===== config.mk =====
export PLATFORM = sky130hd
export DESIGN_NAME = spu_op_scheduler
export DESIGN_NICKNAME = d
export VERILOG_FILES = /design/src/rtl/spu_pkg.sv /design/src/rtl/spu_watchdog.sv /design/src/rtl/spu_op_scheduler.sv
export SDC_FILE = /design/constraint.sdc
export NUM_CORES = 1
export LEC_CHECK = 0
export CAP_MARGIN = 20
export CORE_MARGIN = 8
export CORE_UTILIZATION = 50
export CTS_BUF_LIST = sky130_fd_sc_hd__clkbuf_8
export DETAILED_ROUTE_END_ITERATION = 8
export PLACE_DENSITY = 0.84
export SLEW_MARGIN = 20
export SYNTH_ARGS = -nofsm -noshare
export SYNTH_HDL_FRONTEND = slang
export SYNTH_SLANG_ARGS = --single-unit

===== constraint.sdc =====
create_clock -name clk -period 4.2 [get_ports clk]
set_clock_uncertainty 0.15 [all_clocks]
set_input_delay 0.63 -clock clk [delete_from_list [all_inputs] [get_ports clk]]
set_output_delay 0.63 -clock clk [all_outputs]
set_load 0.02 [all_outputs]

===== src/rtl/spu_pkg.sv =====
// Shared types and constants for the SPU op scheduler: opcodes, FSM states,
// error codes and the default watchdog limit.
package spu_pkg;

    localparam int TIMEOUT_CYC_DEF = 255;

    typedef enum logic [2:0] {
        OP_PASS = 3'd0,
        OP_ADD  = 3'd1,
        OP_SUB  = 3'd2,
        OP_AND  = 3'd3,
        OP_OR   = 3'd4,
        OP_XOR  = 3'd5
    } spu_op_e;

    typedef enum logic [2:0] {
        ST_IDLE  = 3'd0,
        ST_GET_A = 3'd1,
        ST_GET_B = 3'd2,
        ST_ISSUE = 3'd3,
        ST_WAIT  = 3'd4,
        ST_OUT   = 3'd5
    } spu_state_e;

    localparam logic [1:0] ERR_NONE    = 2'd0;
    localparam logic [1:0] ERR_BAD_OP  = 2'd1;
    localparam logic [1:0] ERR_TIMEOUT = 2'd2;

    // A header names one of the six opcodes and keeps its low five bits clear.
    function automatic logic header_ok(input logic [7:0] hdr);
        return (hdr[7:5] <= OP_XOR) && (hdr[4:0] == 5'd0);
    endfunction

endpackage


===== src/rtl/spu_watchdog.sv =====
// Cycle counter that flags expiry on the LIMIT-th enabled cycle after a clear.
module spu_watchdog
    import spu_pkg::*;
#(
    parameter int LIMIT = TIMEOUT_CYC_DEF
) (
    input  logic clk,
    input  logic rst_n,
    input  logic clr,
    input  logic en,
    output logic expire
);

    logic [7:0] cnt_q, cnt_d;

    // NOTE: every signal written in always_comb gets a default first so no latch is inferred.
    always_comb begin
        cnt_d = cnt_q;
        if (clr) begin
            cnt_d = '0;
        end else if (en) begin
            cnt_d = cnt_q + 8'd1;
        end
    end

    // NOTE: sequential state uses non-blocking assignments only.
    always_ff @(posedge clk or negedge rst_n) begin
        if (!rst_n) begin
            cnt_q <= '0;
        end else begin
            cnt_q <= cnt_d;
        end
    end

    // Expiry is flagged during the cycle whose clock edge would complete LIMIT cycles.
    assign expire = en && !clr && (cnt_q == 8'(LIMIT - 1));

endmodule


===== src/rtl/spu_op_scheduler.sv =====
// SPU op scheduler: collects 3-byte host frames, issues one datapath op and
// hands the result back; a watchdog aborts a datapath that never completes.
module spu_op_scheduler
    import spu_pkg::*;
#(
    parameter int TIMEOUT_CYC = TIMEOUT_CYC_DEF
) (
    input  logic       clk,
    input  logic       rst_n,
    input  logic       ena,
    input  logic       cmd_valid,
    input  logic [7:0] cmd_byte,
    output logic       cmd_ready,
    output logic       dp_start,
    output logic [2:0] dp_op,
    output logic [7:0] dp_a,
    output logic [7:0] dp_b,
    input  logic       dp_done,
    input  logic [7:0] dp_result,
    output logic       res_valid,
    output logic [7:0] res_byte,
    input  logic       res_ready,
    output logic       busy,
    output logic [1:0] err_code
);

    spu_state_e state_q, state_d;
    logic [2:0] op_q, op_d;
    logic [7:0] a_q, a_d;
    logic [7:0] b_q, b_d;
    logic [7:0] res_q, res_d;
    logic [1:0] err_q, err_d;
    logic       cmd_fire;
    logic       hdr_ok;
    logic       wd_clr;
    logic       wd_en;
    logic       wd_expire;

    assign cmd_fire = cmd_valid && cmd_ready && ena;
    assign hdr_ok   = header_ok(cmd_byte);
    assign wd_clr   = (state_q != ST_WAIT);
    assign wd_en    = ena && (state_q == ST_WAIT);

    spu_watchdog #(
        .LIMIT (TIMEOUT_CYC)
    ) u_watchdog (
        .clk    (clk),
        .rst_n  (rst_n),
        .clr    (wd_clr),
        .en     (wd_en),
        .expire (wd_expire)
    );

    always_ff @(posedge clk or negedge rst_n) begin
        if (!rst_n) begin
            state_q <= ST_IDLE;
        end else begin
            state_q <= state_d;
        end
    end

    // With ena low the state is frozen, so nothing below advances.
    always_comb begin
        state_d = state_q;
        if (ena) begin
            unique case (state_q)
                ST_IDLE:  if (cmd_fire && hdr_ok) state_d = ST_GET_A;
                ST_GET_A: if (cmd_fire) state_d = ST_GET_B;
                ST_GET_B: if (cmd_fire) state_d = ST_ISSUE;
                ST_ISSUE: state_d = ST_WAIT;
                ST_WAIT: begin
                    if (dp_done) begin
                        state_d = ST_OUT;
                    end else if (wd_expire) begin
                        state_d = ST_IDLE;
                    end
                end
                ST_OUT:   if (res_ready) state_d = ST_IDLE;
                default:  state_d = ST_IDLE;
            endcase
        end
    end

    // cmd_ready is held low while reset is asserted even though the state reads IDLE.
    always_comb begin
        cmd_ready = 1'b0;
        dp_start  = 1'b0;
        res_valid = 1'b0;
        busy      = (state_q != ST_IDLE);
        unique case (state_q)
            ST_IDLE, ST_GET_A, ST_GET_B: cmd_ready = rst_n;
            ST_ISSUE:                    dp_start  = ena;
            ST_OUT:                      res_valid = 1'b1;
            default:                     ;
        endcase
    end

    always_comb begin
        op_d  = op_q;
        a_d   = a_q;
        b_d   = b_q;
        res_d = res_q;
        err_d = err_q;
        if (ena) begin
            unique case (state_q)
                ST_IDLE: begin
                    if (cmd_fire) begin
                        if (hdr_ok) begin
                            op_d  = cmd_byte[7:5];
                            err_d = ERR_NONE;
                        end else begin
                            err_d = ERR_BAD_OP;
                        end
                    end
                end
                ST_GET_A: if (cmd_fire) a_d = cmd_byte;
                ST_GET_B: if (cmd_fire) b_d = cmd_byte;
                ST_WAIT: begin
                    if (dp_done) begin
                        res_d = dp_result;
                    end else if (wd_expire) begin
                        err_d = ERR_TIMEOUT;
                    end
                end
                default: ;
            endcase
        end
    end

    always_ff @(posedge clk or negedge rst_n) begin
        if (!rst_n) begin
            op_q  <= '0;
            a_q   <= '0;
            b_q   <= '0;
            res_q <= '0;
            err_q <= ERR_NONE;
        end else begin
            op_q  <= op_d;
            a_q   <= a_d;
            b_q   <= b_d;
            res_q <= res_d;
            err_q <= err_d;
        end
    end

    assign dp_op    = op_q;
    assign dp_a     = a_q;
    assign dp_b     = b_q;
    assign res_byte = res_q;
    assign err_code = err_q;

endmodule


==> results_dict.tcl <==
set metrics [dict create \
    grt_pass1_vias 1533 \
    synthDistinctLibCells 38 \
    cts_tree "done" \
    finalNonFillerCells 252 \
    worstHoldPathType "in2async" \
    portBuffers 54 \
    post-cts-setup-buffer-count 0 \
    swShare_pct 35.73 \
    antenna_found_initial 0 \
    fmax_mhz 325.1 \
    fin_ws_ns 1.124 \
    start_util_pct 51.18 \
    diodes 0 \
    setup_tns_ns 0 \
    nFillCells 259 \
    min_period_ns 3.076 \
    drt-initial-drc-count 195 \
    viasPerCell 5.460 \
    p_leak_nw 1.086 \
    rsz0062_at_grt "false" \
    post-route-util_pct 70.19 \
    ir_worst_vdd_mv 0.4117 \
    die_width_um 76.76 \
    mostFrequentLayoutCells "clkdlybuf4s50_1 (53), dfrtp_1 (40), mux2_2 (20), nand2_1 (11), nor2_1 (9)" \
    fin_crit_sh_pct 73.25 \
    clkTransAtPathRegs_ns 0.08 \
    internal-power_mw 1.136 \
    startpoint_type "input port" \
    syn2layout_area_growth_pct 37.15 \
    ctsHtreeMaxLevel 2 \
    layout_commonest_cell "clkdlybuf4s50_1" \
    ys_ff_latch 40 \
    net-switching-power_mw 0.6316 \
    postSynthAreaPerCell_um2 12.64 \
    wirelength_um 4554 \
    cts_hold_buf 0 \
    end_kind "output port" \
    routabilityCongestion 0.8043 \
    critPathKind "in2out" \
    cap_violations 0 \
    setup_violations 0 \
    grt_usage_pct 16.42 \
    cts-buffers-inserted 5 \
    relSlewSlack_pct 51.89 \
    postRouteAntennaNets 0 \
    dieArea_um2 5891 \
    r2r_end "res_byte[0]" \
    p_comb_share_pct 44.8 \
    worstPathArrival_ns 2.30 \
    rows 22 \
    gr-total-overflow 0 \
    drv_slew 0 \
    ys_async_sr_fraction_pct 100.0 \
    syn-num-nets 170 \
    pwr-share-seq_pct 36.6 \
    worst_slew_pin_slew_ns 0.7177 \
    ys.flop_type "dfrtp_1" \
    die_y_um 76.76 \
    insertion_delay_ns 0.30 \
    clock_sinks 40 \
    drc 0 \
    io_pins 55 \
    core_um2 3606 \
    dp_cells 244 \
    finalHoldViolCount 0 \
    vias 1376 \
    reg2reg_from "state_q[0]" \
    synth.cell_area_um2 1846 \
    place_ws_ns 1.147 \
    synth_edf_count 0 \
    r2r_setup_slack_ns 2.01 \
    grt_start_max_net_pins 30 \
    power_frac_clock_pct 18.6 \
    rr_worst_depth 4 \
    critPathMaxFanout 15 \
    crit_required_ns 3.42 \
    cts-resized-gates 0 \
    dpl.hpwl_um 3496 \
    ys_warn_count 0 \
    cts_root_buffer "clkbuf_8" \
    firstDrtPassIters 4 \
    status "completed" \
    ys_seq_area_share_pct 54.24 \
    drive_above_1_share_pct 22.06 \
    cts_max_path_buffers 2 \
    grt_pass1_wl_um 7755 \
    power.density_nw_per_um2 698.3 \
    post_drt_wl_per_cell_um 18.07 \
    nets 227 \
    synth_cells 146 \
]
[synthesized netlist by cell type (all sizes together), types with 2 or more instances]
| library cell | instances | area (um^2) |
|---|---|---|
| nand4 | 5 | 46.29 |
| xnor2 | 2 | 17.52 |
| nand2 | 12 | 47.55 |
| inv | 4 | 15.01 |
| buf | 4 | 35.03 |
| nor3 | 3 | 20.02 |
| nor2b | 2 | 12.51 |
| or3 | 3 | 18.77 |
| a21oi | 6 | 41.29 |
| nand3 | 3 | 15.01 |
| ha | 2 | 25.02 |
| and2 | 2 | 12.51 |
| nor2 | 10 | 40.04 |
| mux2 | 28 | 345.3 |
| o21ai | 4 | 20.02 |
| dfrtp | 40 | 1001 |
| xor2 | 3 | 26.28 |
[power groups by stage]
stage | Combinational, mW | Sequential, mW | Clock (mW)
floorplan | 0.318 | 0.757 | 0
global placement | 0.778 | 0.632 | 0
detailed placement | 0.797 | 0.649 | 0
CTS | 0.801 | 0.646 | 0.338
global route | 0.840 | 0.668 | 0.360
finish | 0.792 | 0.647 | 0.328
[registers in the layout, indices dropped and copies added (netlist names)]
register	count
res_byte	8
state_q	3
dp_a	8
dp_op	3
dp_b	8
err_code	2
u_watchdog.cnt_q	8
[metrics by stage]
stage | hold WS, ns | area (um^2) | total power, mW
after global routing | 0.2217 | 2531 | 1.868
after detailed placement | 0.3485 | 2410 | 1.446
after global placement | 0.3389 | 2410 | 1.410
after floorplan | 0.1844 | 1846 | 1.076
after CTS | 0.2024 | 2531 | 1.785
final | 0.1892 | 2531 | 1.767
[final cells by class]
cell class | instances | area (um^2) | area share, %
multi-input cells | 97 | 790.8 | 31.24
clock buffers | 6 | 82.58 | 3.262
clock inverters | 2 | 38.79 | 1.532
repair buffers | 55 | 543.0 | 21.45
inverters | 4 | 15.01 | 0.5932
well taps | 48 | 60.06 | 2.373
flip-flops and latches | 40 | 1001 | 39.55
[how the worst max path moves through the flow]
stage          depth (start not counted)        to  from
4_1_cts                                4  dp_start   ena
6_report                               4  dp_start   ena
2_1_floorplan                          3  dp_start   ena
3_5_place_dp                           4  dp_start   ena
5_1_grt                                4  dp_start   ena
3_3_place_gp                           4  dp_start   ena
[worst max-delay path: stages]
cell,delay (ns)
clkdlybuf4s50_1,0.85
nand2_1,0.10
nor2_1,0.10
clkdlybuf4s50_1,0.61
[logic make-up after synthesis]
logic type | count (synthesis) | synth area share [%]
simple gates | 42 | 12.34
flops | 40 | 54.24
mux | 29 | 19.25
compound gates | 19 | 7.526
buf+inv | 9 | 2.915
xor+xnor | 5 | 2.373
fa+ha+maj | 2 | 1.356
[per-layer routing]
metal  part of all wire, %  vias to the layer above  global-route usage (%)
met1                    41                      684                   18.47
met4                   1.3                        0                   5.192
met3                   7.5                        8                   7.576
li1                      -                      631                       -
met2                    50                       53                   26.93
met5                     0                        -                       0
Power figures use the tool's default switching activity.
==> edit 1: new RTL, same settings <==
Make the reset (`rst_n`) synchronous in 3 clocked blocks.
--- a/src/rtl/spu_watchdog.sv
+++ b/src/rtl/spu_watchdog.sv
@@ -24,7 +24,7 @@
     end
 
     // NOTE: sequential state uses non-blocking assignments only.
-    always_ff @(posedge clk or negedge rst_n) begin
+    always_ff @(posedge clk) begin
         if (!rst_n) begin
             cnt_q <= '0;
         end else begin
--- a/src/rtl/spu_op_scheduler.sv
+++ b/src/rtl/spu_op_scheduler.sv
@@ -51,7 +51,7 @@
         .expire (wd_expire)
     );
 
-    always_ff @(posedge clk or negedge rst_n) begin
+    always_ff @(posedge clk) begin
         if (!rst_n) begin
             state_q <= ST_IDLE;
         end else begin
@@ -127,7 +127,7 @@
         end
     end
 
-    always_ff @(posedge clk or negedge rst_n) begin
+    always_ff @(posedge clk) begin
         if (!rst_n) begin
             op_q  <= '0;
             a_q   <= '0;
Function: differs if rst_n is asserted again (counterexample within 4 cycles, from zero or initial values and one cycle with rst_n low); with rst_n held inactive, the same outputs for 10 cycles.
==> edit 1 against the unedited design <==
Via count rose by 18%; worst setup slack improved by 59 ps; sequential share of layout area fell by 7.7 points; count of clock-buffer cells in the layout is 1 lower; design area down 0.64%; utilization is 0.085 points higher; synthesized area down 1.9%; sequential cell count unchanged; worst hold slack better by 110 ps; wire length down 11%; synthesized cell count is 50% higher.
Power is not compared: it rests on default switching activity, and its combinational part moved more than twofold at a synthesized area within 25%.
==> edit 1: results (changes against the unedited design) <==
status - finished clean
total routed wirelength - 4.07 mm (-11%)
crit path DAT - 2240 ps (-60 ps)
Met1 Routed Length - 1.85 mm (-0.70%)
share of layout cells above drive strength 1 - 0.0741 (-0.147)
Synth top area share - 0.442 (-0.100)
I/O Buffers - 54 (unchanged)
Post-CTS Setup Bufs - 0 (unchanged)
number of global-route vias before repair - 1,568 (+2.3%)
reg-to-reg slack, setup - 2280 ps (+270 ps)
M1 GR Usage - 0.168 (-0.0169)
CTS HTree Levels - 2 (unchanged)
hold path start - res_byte[3]$_SDFFE_PN0P_
most frequent cell after synthesis - nand2_1
final hold slack - 303 ps (+114 ps)
GR Layer Usage met2 - 0.236 (-0.0337)
total number of vias - 1,618 (+18%)
CP max FO - 11 (-4)
Synthesized Nets - 243 (+43%)
Final #Nets - 293 (+29%)
DRT Pass-1 Iters - 5 (+1)
placed cells - 310 (+27%)
first-pass GRT wire length - 7.27 mm (-6.3%)
r2r endpoint - dp_a[6]$_SDFFE_PN0P_
Detail Placement HPWL - 2.99 mm (-14%)
ys flop type - dfxtp_1
worst r2r path cells - 3 (-1)
largest net degree at the start of global routing - 29 (-3.3%)
met3 WL post-DR - 359 um (+5.0%)
reg2reg start - state_q[0]$_SDFFE_PN0P_
routed len/inst - 12.8 um (-29%)
GRT Util Overall - 0.145 (-0.0189)
worst hold path type - reg2reg
asr flop ratio synth - 0 (-1.00)
M3 GR Usage - 0.0696 (-0.00618)
sequential area share after synthesis - 0.442 (-0.100)
initial antenna violation count - 0 (unchanged)
highest routed layer - met4
Initial DRC Count - 96 (-51%)
met2 WL post-DR - 1.83 mm (-20%)
Max transition margin - 0.544 (+0.0250)
routability cong. - 0.764 (-5.0%)
synth cell count leaders - 52 x nand2_1, 40 x dfxtp_1, 18 x o21ai_0, 17 x a21oi_1, 13 x nor2_1
Synth area leaders - dfxtp_1 44%, nand2_1 11%, o21ai_0 5.0%
initial core utilization - 0.506 (-0.00585)
Post-Syn Instances - 219 (+50%)
-- edit 1: kinds of logic after synthesis --
kind of cell / Yosys count / share of synthesized area
AO/OA/AOI/OAI: 47 / 0.150
adder cells (fa/ha/maj): 2 / 0.0138
flip-flops: 40 / 0.442
XOR/XNOR: 7 / 0.0339
multiplexers: 3 / 0.0166
AND/OR/NAND/NOR: 101 / 0.289
buffers and inverters: 19 / 0.0546
-- edit 1: final cells by class --
| type | instances | area (um2) |
|---|---|---|
| Clock buffer | 5 | 68.8 |
| Clock inverter | 3 | 90.1 |
| Fill cell | 321 | 1060 |
| Inverter | 6 | 22.5 |
| Multi-Input combinational cell | 160 | 917 |
| Sequential cell | 40 | 801 |
| Tap cell | 48 | 60.1 |
| Timing Repair Buffer | 56 | 556 |
-- edit 1: how the worst max path moves through the flow --
stage | startpoint | end
finish | ena | dp_start
global route | ena | dp_start
CTS | ena | dp_start
detailed placement | ena | dp_start
global placement | ena | dp_start
floorplan | rst_n | cmd_ready
-- edit 1: worst max-delay path, cell delays in order --
cell and delay [ps]:
clkdlybuf4s50_1 730, nand3_1 120, nor2_1 130, clkdlybuf4s50_1 620
-- edit 1: where the power goes --
group          switching [mW]  internal (mW)
sequential            0.00110          0.380
combinational          0.0252         0.0256
clock                   0.134          0.297
-- edit 1: stage by stage --
| step | area (um2) | worst slack [ps] |
|---|---|---|
| after floorplan | 1810 | 2120 |
| after global placement | 2360 | 1170 |
| after detailed placement | 2360 | 1160 |
| after CTS | 2510 | 1150 |
| after global routing | 2510 | 1080 |
| final | 2510 | 1180 |
==> edit 2: new RTL, same settings <==
Made on the original files. Set the package constant `TIMEOUT_CYC_DEF` to 127 (it was 255).
--- a/src/rtl/spu_pkg.sv
+++ b/src/rtl/spu_pkg.sv
@@ -2,7 +2,7 @@
 // error codes and the default watchdog limit.
 package spu_pkg;
 
-    localparam int TIMEOUT_CYC_DEF = 255;
+    localparam int TIMEOUT_CYC_DEF = 127;
 
     typedef enum logic [2:0] {
         OP_PASS = 3'd0,
Function: no difference found for any inputs over 10 cycles, from zero or initial values and one cycle with rst_n low; that may be too few to reach the edited logic, so the function may still have changed.
==> edit 2 against the unedited design <==
Count of clock-buffer cells in the layout is 1 lower; maximum frequency is 4.8% lower; design area is 1.1% higher; utilization is 1.3 points higher; wire length is 2.5% lower; final cell count stayed put; clock power is 31% higher; power is 1.9% lower; sequential cell count stayed put; combinational power is 13% lower; synthesized area is 1.4% lower; worst setup slack worse by 150 ps; critical path type unchanged; critical endpoint unchanged; largest cell class unchanged; largest power group unchanged; highest routed layer unchanged.
==> edit 2: results (changes against the unedited design) <==
Yosys warning total - 0 (unchanged)
synth cell count leaders - 40 x dfrtp_1, 25 x mux2_2, 11 x nand2_1, 11 x nor2_1, 7 x xor2_1
Synthesized Nets - 169 (-0.59%)
post-synthesis compound-gate area fraction - 0.0522 (-0.0230)
routability cong. - 0.803 (-0.12%)
Max transition margin - 0.560 (+0.0408)
pre-CTS setup slack - 969 ps (-178 ps)
total routed wirelength - 4.44 mm (-2.5%)
Post-Syn Instances - 145 (-0.68%)
CP max FO - 14 (-1)
clk_lat worst skew - 290 ps
asr flop ratio synth - 1.00 (unchanged)
detailed-route vias per instance - 5.47 (+0.15%)
reg2reg start - state_q[0]$_DFFE_PN0P_
first-pass GRT wire length - 7.39 mm (-4.7%)
top cell family by delay on the critical path - buffers and inverters
placed inst area - 0.00240 mm2 (-0.42%)
CTS HTree Levels - 2 (unchanged)
crit path DAT - 2450 ps (+150 ps)
leak pwr - 1.13 nW (+4.2%)
number of global-route vias before repair - 1,519 (-0.91%)
status - finished clean
GRT Util Overall - 0.156 (-0.00784)
largest net degree at the start of global routing - 25 (-17%)
cts repair resizes - 0 (unchanged)
sequential area share after synthesis - 0.550 (+0.00746)
final hold slack - 113 ps (-76.0 ps)
reg-to-reg slack, setup - 2040 ps (+30 ps)
peak supply drop - 0.000460 V (+12%)
TritonCTS Buffers - 5 (unchanged)
mux cell area share after synthesis - 0.179 (-0.0132)
r2r endpoint - res_byte[6]$_DFFE_PN0P_
Yosys cell types - 39 (+2.6%)
Critical Path Max Stage Delay - 750 ps (-100 ps)
Initial DRC Count - 56 (-71%)
Post-Layout Cell Count - 252 (unchanged)
initial antenna violation count - 0 (unchanged)
Synth area leaders - dfrtp_1 55%, mux2_2 15%, xor2_1 3.4%
Detail Placement HPWL - 3.23 mm (-7.6%)
Synth Area in Adders - 0.0137 (+0.000186)
Post-Synth XOR/XNOR Area - 0.0385 (+0.0148)
min cycle time layout - 3230 ps (+155 ps)
share of layout cells above drive strength 1 - 0.216 (-0.00490)
## edit 2: changes by cell type in the layout (fill, tap and decap cells not counted), sizes merged, moves of 2 or more
cell,change
o21ai,-3
or3,-3
a21oi,-4
bufinv,+2
o221ai,+2
nor3,-2
nand4,-2
nor2,+3
xor2,+4
## edit 2: report_power, final
part	internal [mW]	total (mW)	leakage, nW	switching, mW
sequential	0.512	0.616	0.519	0.104
combinational	0.355	0.686	0.534	0.331
clock	0.297	0.431	0.0784	0.134
## edit 2: final cells by class
type / instances / area, um2
timing repair buffer: 55 / 543
clock inverter: 3 / 90.1
inverter: 5 / 18.8
multi-input combinational: 96 / 777
tap: 48 / 60.1
fill: 249 / 1020
clock buffer: 5 / 68.8
sequential: 40 / 1000
## edit 2: per-layer routing
layer | track usage | share of wire | vias up
li1 | - | - | 626
met1 | 0.165 | 0.38 | 694
met2 | 0.275 | 0.53 | 41
met3 | 0.0507 | 0.050 | 17
met4 | 0.0731 | 0.033 | 0
met5 | 0 | 0 | -
